[config.mk]
export PLATFORM = sky130hd
export DESIGN_NAME = matrix_loader
export DESIGN_NICKNAME = d
export VERILOG_FILES = /design/src/rtl/matrix_loader.sv
export SDC_FILE = /design/constraint.sdc
export NUM_CORES = 1
export LEC_CHECK = 0
export CORE_ASPECT_RATIO = 2
export CORE_MARGIN = 2
export CORE_UTILIZATION = 40
export DETAILED_ROUTE_END_ITERATION = 12
export GPL_ROUTABILITY_DRIVEN = 0
export PLACE_DENSITY_LB_ADDON = 0.25
export SYNTH_ARGS = -nofsm -noshare
export SYNTH_HDL_FRONTEND = slang
export SYNTH_SLANG_ARGS = --single-unit
[constraint.sdc]
create_clock -name clk -period 4.85 [get_ports clk]
set_input_delay 0.7275 -clock clk [delete_from_list [all_inputs] [get_ports clk]]
set_output_delay 0.7275 -clock clk [all_outputs]
set_load 0.05 [all_outputs]
[src/rtl/matrix_loader.sv]
// Framed byte-stream writer for the systolic-array weight and data matrices.
// Optional trailing checksum is enabled with `define MATRIX_LOADER_CHECKSUM_EN.
module matrix_loader #(
  parameter int DATA_WIDTH = 8,
  parameter int ARRAY_W_W  = 2,
  parameter int ARRAY_W_L  = 5,
  parameter int ARRAY_A_W  = 5,
  parameter int ARRAY_A_L  = 2,
  parameter int HEADER     = 'hA5
) (
  input  logic                                               clk,
  input  logic                                               reset_n,
  input  logic                                               in_valid,
  input  logic [DATA_WIDTH-1:0]                              in_data,
  output logic                                               in_ready,
  output logic [0:ARRAY_W_W-1][0:ARRAY_W_L-1][DATA_WIDTH-1:0] data_rom_w,
  output logic [0:ARRAY_A_W-1][0:ARRAY_A_L-1][DATA_WIDTH-1:0] data_rom_b,
  output logic                                               load_done,
  output logic                                               loaded,
  output logic                                               err,
  output logic [2:0]                                         dbg_state
);

  // Handshake: a byte transfers on a rising edge where in_valid && in_ready;
  // in_valid may be held high, in_ready drops only for the COMMIT cycle.

  localparam int MAX_R = (ARRAY_W_W > ARRAY_A_W) ? ARRAY_W_W : ARRAY_A_W;
  localparam int MAX_C = (ARRAY_W_L > ARRAY_A_L) ? ARRAY_W_L : ARRAY_A_L;
  localparam int RW    = (MAX_R > 1) ? $clog2(MAX_R) : 1;
  localparam int CW    = (MAX_C > 1) ? $clog2(MAX_C) : 1;
  localparam logic [DATA_WIDTH-1:0] HDR = DATA_WIDTH'(HEADER);

  typedef enum logic [2:0] {
    IDLE,
    LOAD_W,
    LOAD_B,
`ifdef MATRIX_LOADER_CHECKSUM_EN
    CHECK,
`endif
    COMMIT
  } state_t;

  state_t                                               state_q;
  logic [RW-1:0]                                        row_q, row_d;
  logic [CW-1:0]                                        col_q, col_d;
  logic [0:ARRAY_W_W-1][0:ARRAY_W_L-1][DATA_WIDTH-1:0]  shadow_w_q, rom_w_q;
  logic [0:ARRAY_A_W-1][0:ARRAY_A_L-1][DATA_WIDTH-1:0]  shadow_b_q, rom_b_q;
  logic                                                 in_ready_q;
  logic                                                 load_done_q;
  logic                                                 loaded_q;
  logic                                                 accept;
  logic                                                 end_of_row;
  logic                                                 end_of_mat;
  logic [CW-1:0]                                        cols_last;
  logic [RW-1:0]                                        rows_last;
`ifdef MATRIX_LOADER_CHECKSUM_EN
  logic [DATA_WIDTH-1:0]                                acc_q;
  logic                                                 err_q;
`endif

  assign accept = in_valid && in_ready_q;

  // Counter bounds follow whichever matrix is being filled; wrap without division.
  always_comb begin
    cols_last  = (state_q == LOAD_B) ? CW'(ARRAY_A_L - 1) : CW'(ARRAY_W_L - 1);
    rows_last  = (state_q == LOAD_B) ? RW'(ARRAY_A_W - 1) : RW'(ARRAY_W_W - 1);
    end_of_row = (col_q == cols_last);
    end_of_mat = end_of_row && (row_q == rows_last);
    col_d      = end_of_row ? '0 : col_q + 1'b1;
    row_d      = end_of_mat ? '0 : (end_of_row ? row_q + 1'b1 : row_q);
  end

  always_ff @(posedge clk or negedge reset_n) begin
    if (!reset_n) begin
      state_q     <= IDLE;
      row_q       <= '0;
      col_q       <= '0;
      shadow_w_q  <= '0;
      shadow_b_q  <= '0;
      rom_w_q     <= '0;
      rom_b_q     <= '0;
      in_ready_q  <= 1'b1;
      load_done_q <= 1'b0;
      loaded_q    <= 1'b0;
`ifdef MATRIX_LOADER_CHECKSUM_EN
      acc_q       <= '0;
      err_q       <= 1'b0;
`endif
    end else begin
      load_done_q <= 1'b0;
`ifdef MATRIX_LOADER_CHECKSUM_EN
      err_q       <= 1'b0;
`endif
      case (state_q)
        IDLE: begin
          if (accept && (in_data == HDR)) begin
            state_q <= LOAD_W;
            row_q   <= '0;
            col_q   <= '0;
`ifdef MATRIX_LOADER_CHECKSUM_EN
            acc_q   <= '0;
`endif
          end
        end
        LOAD_W: begin
          if (accept) begin
            for (int r = 0; r < ARRAY_W_W; r++)
              for (int c = 0; c < ARRAY_W_L; c++)
                if ((row_q == RW'(r)) && (col_q == CW'(c)))
                  shadow_w_q[r][c] <= in_data;
`ifdef MATRIX_LOADER_CHECKSUM_EN
            acc_q <= acc_q + in_data;
`endif
            row_q <= row_d;
            col_q <= col_d;
            if (end_of_mat) state_q <= LOAD_B;
          end
        end
        LOAD_B: begin
          if (accept) begin
            for (int r = 0; r < ARRAY_A_W; r++)
              for (int c = 0; c < ARRAY_A_L; c++)
                if ((row_q == RW'(r)) && (col_q == CW'(c)))
                  shadow_b_q[r][c] <= in_data;
`ifdef MATRIX_LOADER_CHECKSUM_EN
            acc_q <= acc_q + in_data;
`endif
            row_q <= row_d;
            col_q <= col_d;
            if (end_of_mat) begin
`ifdef MATRIX_LOADER_CHECKSUM_EN
              state_q    <= CHECK;
`else
              state_q    <= COMMIT;
              in_ready_q <= 1'b0;
`endif
            end
          end
        end
`ifdef MATRIX_LOADER_CHECKSUM_EN
        CHECK: begin
          if (accept) begin
            if (in_data == acc_q) begin
              state_q    <= COMMIT;
              in_ready_q <= 1'b0;
            end else begin
              state_q <= IDLE;
              err_q   <= 1'b1;
            end
          end
        end
`endif
        COMMIT: begin
          rom_w_q     <= shadow_w_q;
          rom_b_q     <= shadow_b_q;
          load_done_q <= 1'b1;
          loaded_q    <= 1'b1;
          in_ready_q  <= 1'b1;
          state_q     <= IDLE;
        end
        default: begin
          state_q    <= IDLE;
          in_ready_q <= 1'b1;
        end
      endcase
    end
  end

  assign in_ready   = in_ready_q;
  assign data_rom_w = rom_w_q;
  assign data_rom_b = rom_b_q;
  assign load_done  = load_done_q;
  assign loaded     = loaded_q;
  assign dbg_state  = state_q;
`ifdef MATRIX_LOADER_CHECKSUM_EN
  assign err        = err_q;
`else
  assign err        = 1'b0;
`endif

endmodule

---- Word level (Yosys, flattened, before mapping) ----
Index checks and enable logic that the tools add are counted.
word-level totals
  output and inout bits ................... 167
  register bits ........................... 332
operators by class
  reduce and logical (&&, ||, !) cells .... 49
  $add $sub $neg .......................... 2
  muxes and demuxes ....................... 20
  bitwise logic cells ..................... 1
  equal/unequal tests ..................... 21
operators with widths
  operator             number
  $reduce_and 3->1     22
  $mux 3               13
  $logic_and 1x1->1    19
  $eq 3x2->1 const B   6
  $pmux 3 s2           2
  $ne 2x2->1 const B   5
  $eq 3x1->1 const B   3
  $logic_not 3->1      3
  $pmux 3 s3           1
  $eq 8x8->1 const B   1
  $add 3x1->3 const B  2
  $eq 3x3->1           2
  $eq 3x3->1 const B   2
  $reduce_and 5->1     1
  $reduce_and 4->1     1
  $reduce_or 2->1      2
  $mux 1               3
  $ne 3x1->1 const B   1
  $ne 2x1->1 const B   1
  $pmux 1 s2           1
  $reduce_bool 2->1    1
  $not 1->1            1

---- Depth between registers and ports, before layout ----
Gate-level depths: netlist of the first run.
  depth after elaboration ................. 7
  depth in mapped cells ................... 7
  mapped depth without buffers ............ 6

---- Worst setup path before layout of the first run ----
Ideal clock, no wire load.
  path type ............................... register -> register
  start point ............................. register state_q[0], in the netlist dbg_state[0]
  end point ............................... register state_q[0], in the netlist dbg_state[0]
  arrival ................................. 2.167 ns
  period minus slack after synthesis ...... 2.246 ns
  library setup time ...................... 0.079 ns
  setup slack ............................. 2.604 ns
  stages on the path, launching flop included .. 7
  cells stage by stage .................... dfrtp_1 inv_1 ha_1 nor4b_2 o22ai_1 a211oi_2 mux2i_1
on the way
  cells in the longest elaborated chain, start to end .. 6
RTL lines
  item                                  line        text
  from (decl)                           43          state_t state_q;
  from (signal assigned)                75          state_q <= IDLE;
  from (signal assigned)                97          state_q <= LOAD_W;
  from (signal assigned)                116         if (end_of_mat) state_q <= LOAD_B;
  $eq 3x2->1                            65, 66, 94
  $mux 3, on equally long branches      65, 66
  $eq 3x3->1, on equally long branches  67, 68
  $logic_and 1x1->1                     68          end_of_mat = end_of_row && (row_q == rows_last);
  $ne 2x2->1 (no line)                  --
  $reduce_and 5->1 (no line)            --
Several ways; a longest one is shown, not always the timed one.
A chain may end at the register's enable or synchronous reset.

---- Final worst setup path of the first run ----
  start point ............................. register in_ready_q, in the netlist in_ready
  end point ............................... output in_ready
RTL lines
  item                    line  text
  from (decl)             48    logic in_ready_q;
  from (signal assigned)  82    in_ready_q <= 1'b1;
  from (signal assigned)  135   in_ready_q <= 1'b0;
  from (signal assigned)  158   in_ready_q <= 1'b1;
  to (decl)               15    output logic in_ready,
No word-level cell between the ends.

==> results of run 1 <==
[stage by stage]
stage | hold slack, ns | setup slack, ns | util [%]
global route | 0.320 | 2.10 | 51.1
CTS | 0.275 | 2.15 | 51.1
finish | 0.202 | 2.16 | 51.1
detailed placement | 0.468 | 1.94 | 47.9
global placement | 0.451 | 2.00 | 47.9
floorplan | 0.432 | 2.60 | -
[registers in the layout (all words and copies together) (netlist names)]
| signal | count |
|---|---|
| data_rom_b | 80 |
| data_rom_w | 80 |
| shadow_b_q | 80 |
| shadow_w_q | 80 |
| col_q | 3 |
| row_q | 3 |
| dbg_state | 2 |
| in_ready | 1 |
| load_done | 1 |
| loaded | 1 |
[worst max path at each step]
stage                       startpoint           end  slack [ns]
final                         in_ready      in_ready        2.16
after global routing          in_ready      in_ready        2.10
after CTS                 dbg_state[0]  dbg_state[0]        2.15
after detailed placement    in_data[5]      col_q[0]        1.94
after global placement      in_data[0]      col_q[0]        2.00
after floorplan           dbg_state[0]  dbg_state[0]        2.60
[cell type report]
class                   instances  area (µm²)  area share, %
flip-flops and latches        331        8280           51.4
multi-input cells             406        4350           27.0
repair buffers                188        1890           11.7
clock buffers                  35         798           4.95
well taps                     423         529           3.28
clock inverters                14         233           1.44
inverters                      12        45.0          0.279
[routing by layer]
layer	routed length (µm)	vias to the layer above
li1	-	3135
met1	10600	3620
met2	15800	150
met3	1040	40
met4	768	0
met5	0	-
[placed cells by master (no fill, tap or decap), types with 2 or more instances in the layout]
| master | instances |
|---|---|
| dfrtp_1 | 330 |
| mux2_2 | 318 |
| clkdlybuf4s50_1 | 174 |
| clkbuf_16 | 29 |
| ha_1 | 14 |
| inv_1 | 12 |
| buf_4 | 10 |
| nand2_2 | 8 |
| nor2_2 | 8 |
| bufinv_16 | 6 |
| clkbuf_8 | 5 |
| nand2_1 | 4 |
| nand3_2 | 4 |
| mux2i_1 | 4 |
| clkinv_2 | 4 |
| mux2_1 | 3 |
| buf_12 | 3 |
| nand2b_1 | 2 |
| nor3_4 | 2 |
| nor2b_2 | 2 |
| and2_1 | 2 |
| nand4bb_1 | 2 |
| nor2_1 | 2 |
| nor3_1 | 2 |
| a21oi_1 | 2 |
| a41o_1 | 2 |
| nand4_1 | 2 |
| or2_2 | 2 |
| conb_1 | 2 |
| clkinvlp_4 | 2 |
[cells in the mapped netlist, types with 3 or more instances]
master,number
mux2_2,318
mux2_1,3
inv_1,12
nand3_2,4
nand2_1,4
buf_2,10
buf_4,3
mux2i_1,4
nand2_2,8
nor2_2,8
clkbuf_1,26
ha_1,15
dfrtp_1,330
[power groups by stage]
stage	combinational [µW]	sequential [µW]	clock (µW)
finish	4310	4100	2490
global route	4540	4210	2660
CTS	4370	4120	2550
detailed placement	4360	4160	0
global placement	4310	4150	0
floorplan	1510	5540	0
[kinds of logic (layout without fill, tap and decap cells)]
kind of cell	count (synthesis)	after routing	synth area share [%]
muxes	325	325	28.5
adders and majority gates	15	15	1.46
and+or+nand+nor	50	50	2.86
other	1	2	0.0292
DFF	331	331	64.6
buffers and inverters	51	249	1.68
AOI/OAI and AO/OA	14	14	0.946
==> results.txt, run 1 <==
Status - finished, final reports clean
Final Total Pwr - 10900 µW
Most Crowded Layer GR - met2
Synth area leader - dfrtp_1
Critical path type - flip-flop to primary output
Reg clk slew, reported paths - 0.07 ns
Switching pwr - 4090 µW
Port Buffers - 175
Crit path DAT - 1.96 ns
Flop pwr share - 37.6%
Async SR Flop Fraction - 100%
Combinational cell fraction of total power - 39.6%
CTS max path bufs - 3
Filler cells - 2771
# DRC - 0
Reg2Reg Depth - 6
Met3 usage - 2.18%
CP max FO - 5
Max cap viols - 0
Crit. End Element - primary output
Minimum clock period - 2.69 ns
Ys Warns - 0
Largest net degree at the start of global routing - 123
Placed Cells - 1360
CTS tree - built
Slew headroom - 34.3%
Post-Synthesis Cell Area - 0.0128 mm²
Share of the synthesized area in the top cell type - 64.3%
Slew Limit Fails - 0
Post-route insts no fill - 1409
All-Layer GR Usage - 17.4%
Fmax - 372 MHz
Setup_tns - 0 ns
Post-synthesis sequential area ratio - 64.6%
Clock power frac - 22.8%
Initial Util - 40.7%
Hold Violations, Final - 0
Synth top area cells - dfrtp_1 64%, mux2_2 28%, ha_1 1.5%
Cells along the critical path - clkdlybuf4s50_1
Post-synth top flop - dfrtp_1
Leak - 0.00766 µW
Post-synth EDFFs - 0
Post-CTS Hold Buffers - 0
Dpl hpwl - 18500 µm
CP Data Required Time - 4.12 ns
Layout Nets - 993
CTS root buf - clkbuf_16
Worst reg2reg startpoint - row_q[0]
WP depth - 1
Synth cell types - 44
CP peak stage delay - 0.86 ns
P_int - 6810 µW
Avg Inst Size Synth - 16.3 µm²
Row cnt - 92
Final period util - 55.4%
RR Endpoint - shadow_w_q[71]
Core ar. - 0.0315 mm²
Worst skew pair latency - 0.55 ns
Cts bufs inserted - 28
Global-route wire length before repair - 44700 µm
Top delay family on crit path - buffers and inverters
Drt via density - 4.93
Ports - 178
Worst Tran Pin Value - 0.985 ns
WP buf/inv - 1
# setup viols final - 0
Switching power share of the total - 37.5%
RSZ-0062 raised after global routing - false
N_diodes - 0
HP Class - input pin to async pin
Detailed Routing Iterations Pass 1 - 6
Final Skew - 0.00848 ns
FF-to-FF setup slack - 2.56 ns
Count of cells resized by post-cts repair - 0
Antenna viol nets, final - 0
Crit-path slowest cell - clkdlybuf4s50_1
Post-Syn Instances - 787
Share of layout cells above drive strength 1 - 41.9%
DIE HEIGHT - 257 µm
Vias in the first global route - 7576
1st-iter DRT viols - 238
Post-route design area - 0.0161 mm²
Via Count - 6945
Seq cells post-synth - 331
Die width - 131 µm
Met2 Resource Use GR - 32.3%
Routed len/inst - 20.0 µm
Die Area - 0.0336 mm²
Post-Route WL - 28100 µm
Sink Count - 331
Setup Buffers After CTS - 0
CTS H-tree lvls - 1
Maximum VDD drop - 434 µV
Area Growth Syn to Fin - 25.7%
M1 GR Usage - 20.2%
Total congestion overflow - 0
Cell Area, Placed - 0.0151 mm²
Power per cell area - 676 mW/mm²
Initial antenna violation count - 0
Startpoint types - flip-flop
No activity file was read; power rests on OpenSTA's default activity.
==> run 2, diff against run 1 <==
- clock period: 4.85 -> 2.81 ns (I/O delays scaled with it)
==> results.txt, run 2 (synthesis gave the netlist of run 1 again) <==
Die width - 131 µm
Status - finished, final reports clean
FF-to-FF setup slack - 0.54 ns
Final Total Pwr - 18500 µW
Crit-path slowest cell - clkdlybuf4s50_1
Total congestion overflow - 0
Port Buffers - 175
WP buf/inv - 1
1st-iter DRT viols - 278
Top delay family on crit path - buffers and inverters
Worst skew pair latency - 0.55 ns
Post-Route WL - 29200 µm
Antenna viol nets, final - 0
Vias in the first global route - 7660
Worst reg2reg startpoint - dbg_state[0]
Slew headroom - 57.2%
Reg clk slew, reported paths - 0.07 ns
Initial antenna violation count - 0
WP depth - 1
Dpl hpwl - 19000 µm
DIE HEIGHT - 257 µm
Cells along the critical path - clkdlybuf4s50_1
Fmax - 422 MHz
CP peak stage delay - 0.84 ns
Ports - 178
# DRC - 0
Area Growth Syn to Fin - 25.8%
Setup Buffers After CTS - 0
Final period util - 84.4%
Core ar. - 0.0315 mm²
Layout Nets - 1003
Hold Violations, Final - 0
CTS root buf - clkbuf_16
Slew Limit Fails - 0
Cts bufs inserted - 29
Final Skew - 0.00865 ns
Most frequent cells in the layout - 330 x dfrtp_1, 318 x mux2_2, 174 x clkdlybuf4s50_1
RR Endpoint - dbg_state[0]
Sink Count - 331
Critical path type - flip-flop to primary output
Via Count - 7070
CP Data Required Time - 2.39 ns
CTS H-tree lvls - 1
Maximum VDD drop - 790 µV
All-Layer GR Usage - 17.8%
Share of layout cells above drive strength 1 - 41.8%
N_diodes - 0
Largest net degree at the start of global routing - 77
Initial Util - 40.7%
Reg2Reg Depth - 6
RSZ-0062 raised after global routing - false
Global-route wire length before repair - 45700 µm
CTS tree - built
Setup_tns - 0 ns
Row cnt - 92
Max cap viols - 0
Detailed Routing Iterations Pass 1 - 4
Startpoint types - flip-flop
CTS max path bufs - 3
# setup viols final - 0
Crit path to - in_ready
Crit path DAT - 1.95 ns
Power per cell area - 1150 mW/mm²
Die Area - 0.0336 mm²
CP max FO - 5
Drt via density - 4.99
Worst Tran Pin Value - 0.642 ns
Leak - 0.00766 µW
Routed len/inst - 20.6 µm
Commonest non-fill, non-tap cell in the layout - dfrtp_1
Minimum clock period - 2.37 ns
Crit. End Element - primary output
HP Class - input pin to async pin
CP startpoint - in_ready
==> run 2: area by class of cell <==
| type | instances | area [µm²] |
|---|---|---|
| clock buffers | 41 | 831 |
| clock inverters | 7 | 91.3 |
| fillers | 2763 | 15400 |
| inverters | 12 | 45.0 |
| multi-input cells | 406 | 4350 |
| flip-flops and latches | 331 | 8280 |
| well taps | 423 | 529 |
| repair buffers | 197 | 2010 |
==> run 2: what timing repair did <==
item	in CTS	in global routing
hold buffers	1	0
resized for setup	0	0
hold endpoints to repair	68	0
==> run 2: worst min path at each step <==
| stage | slack, ns | start | end |
|---|---|---|---|
| global placement | 0.45 | reset_n | data_rom_w[73] |
| global route | 0.49 | reset_n | shadow_w_q[73] |
| floorplan | 0.13 | reset_n | col_q[0] |
| detailed placement | 0.46 | reset_n | data_rom_w[73] |
| finish | 0.43 | reset_n | data_rom_w[73] |
| CTS | 0.47 | reset_n | data_rom_w[73] |
==> run 2: layer usage <==
metal  part of all wire, %  routed length (µm)  global-route usage [%]  vias up
met5                     0                   0                       0        -
met2                    56               16200                    33.6      142
met3                   3.6                1040                    2.27       56
met1                    37               10900                    20.3     3735
met4                   3.4                 981                    5.94        0
li1                      -                   -                       -     3137
==> run 2: power breakdown <==
part | leakage [µW] | total, µW | switching [µW] | internal, µW
Sequential | 0.00446 | 7040 | 835 | 6200
Combinational | 0.00275 | 7530 | 4490 | 3040
Clock | 0.000452 | 3970 | 1740 | 2230
Total | 0.00766 | 18500 | 7070 | 11500
==> run 2: metrics by stage <==
stage,area [µm²],util (%),cells,hold slack [ns],setup slack (ns)
after floorplan,12800,-,788,0.126,0.564
after global placement,15200,48.2,1368,0.454,0.396
after detailed placement,15200,48.2,1368,0.461,0.340
after CTS,16100,51.2,1417,0.467,0.409
after global routing,16100,51.2,1417,0.491,0.340
final,16100,51.2,1417,0.430,0.438
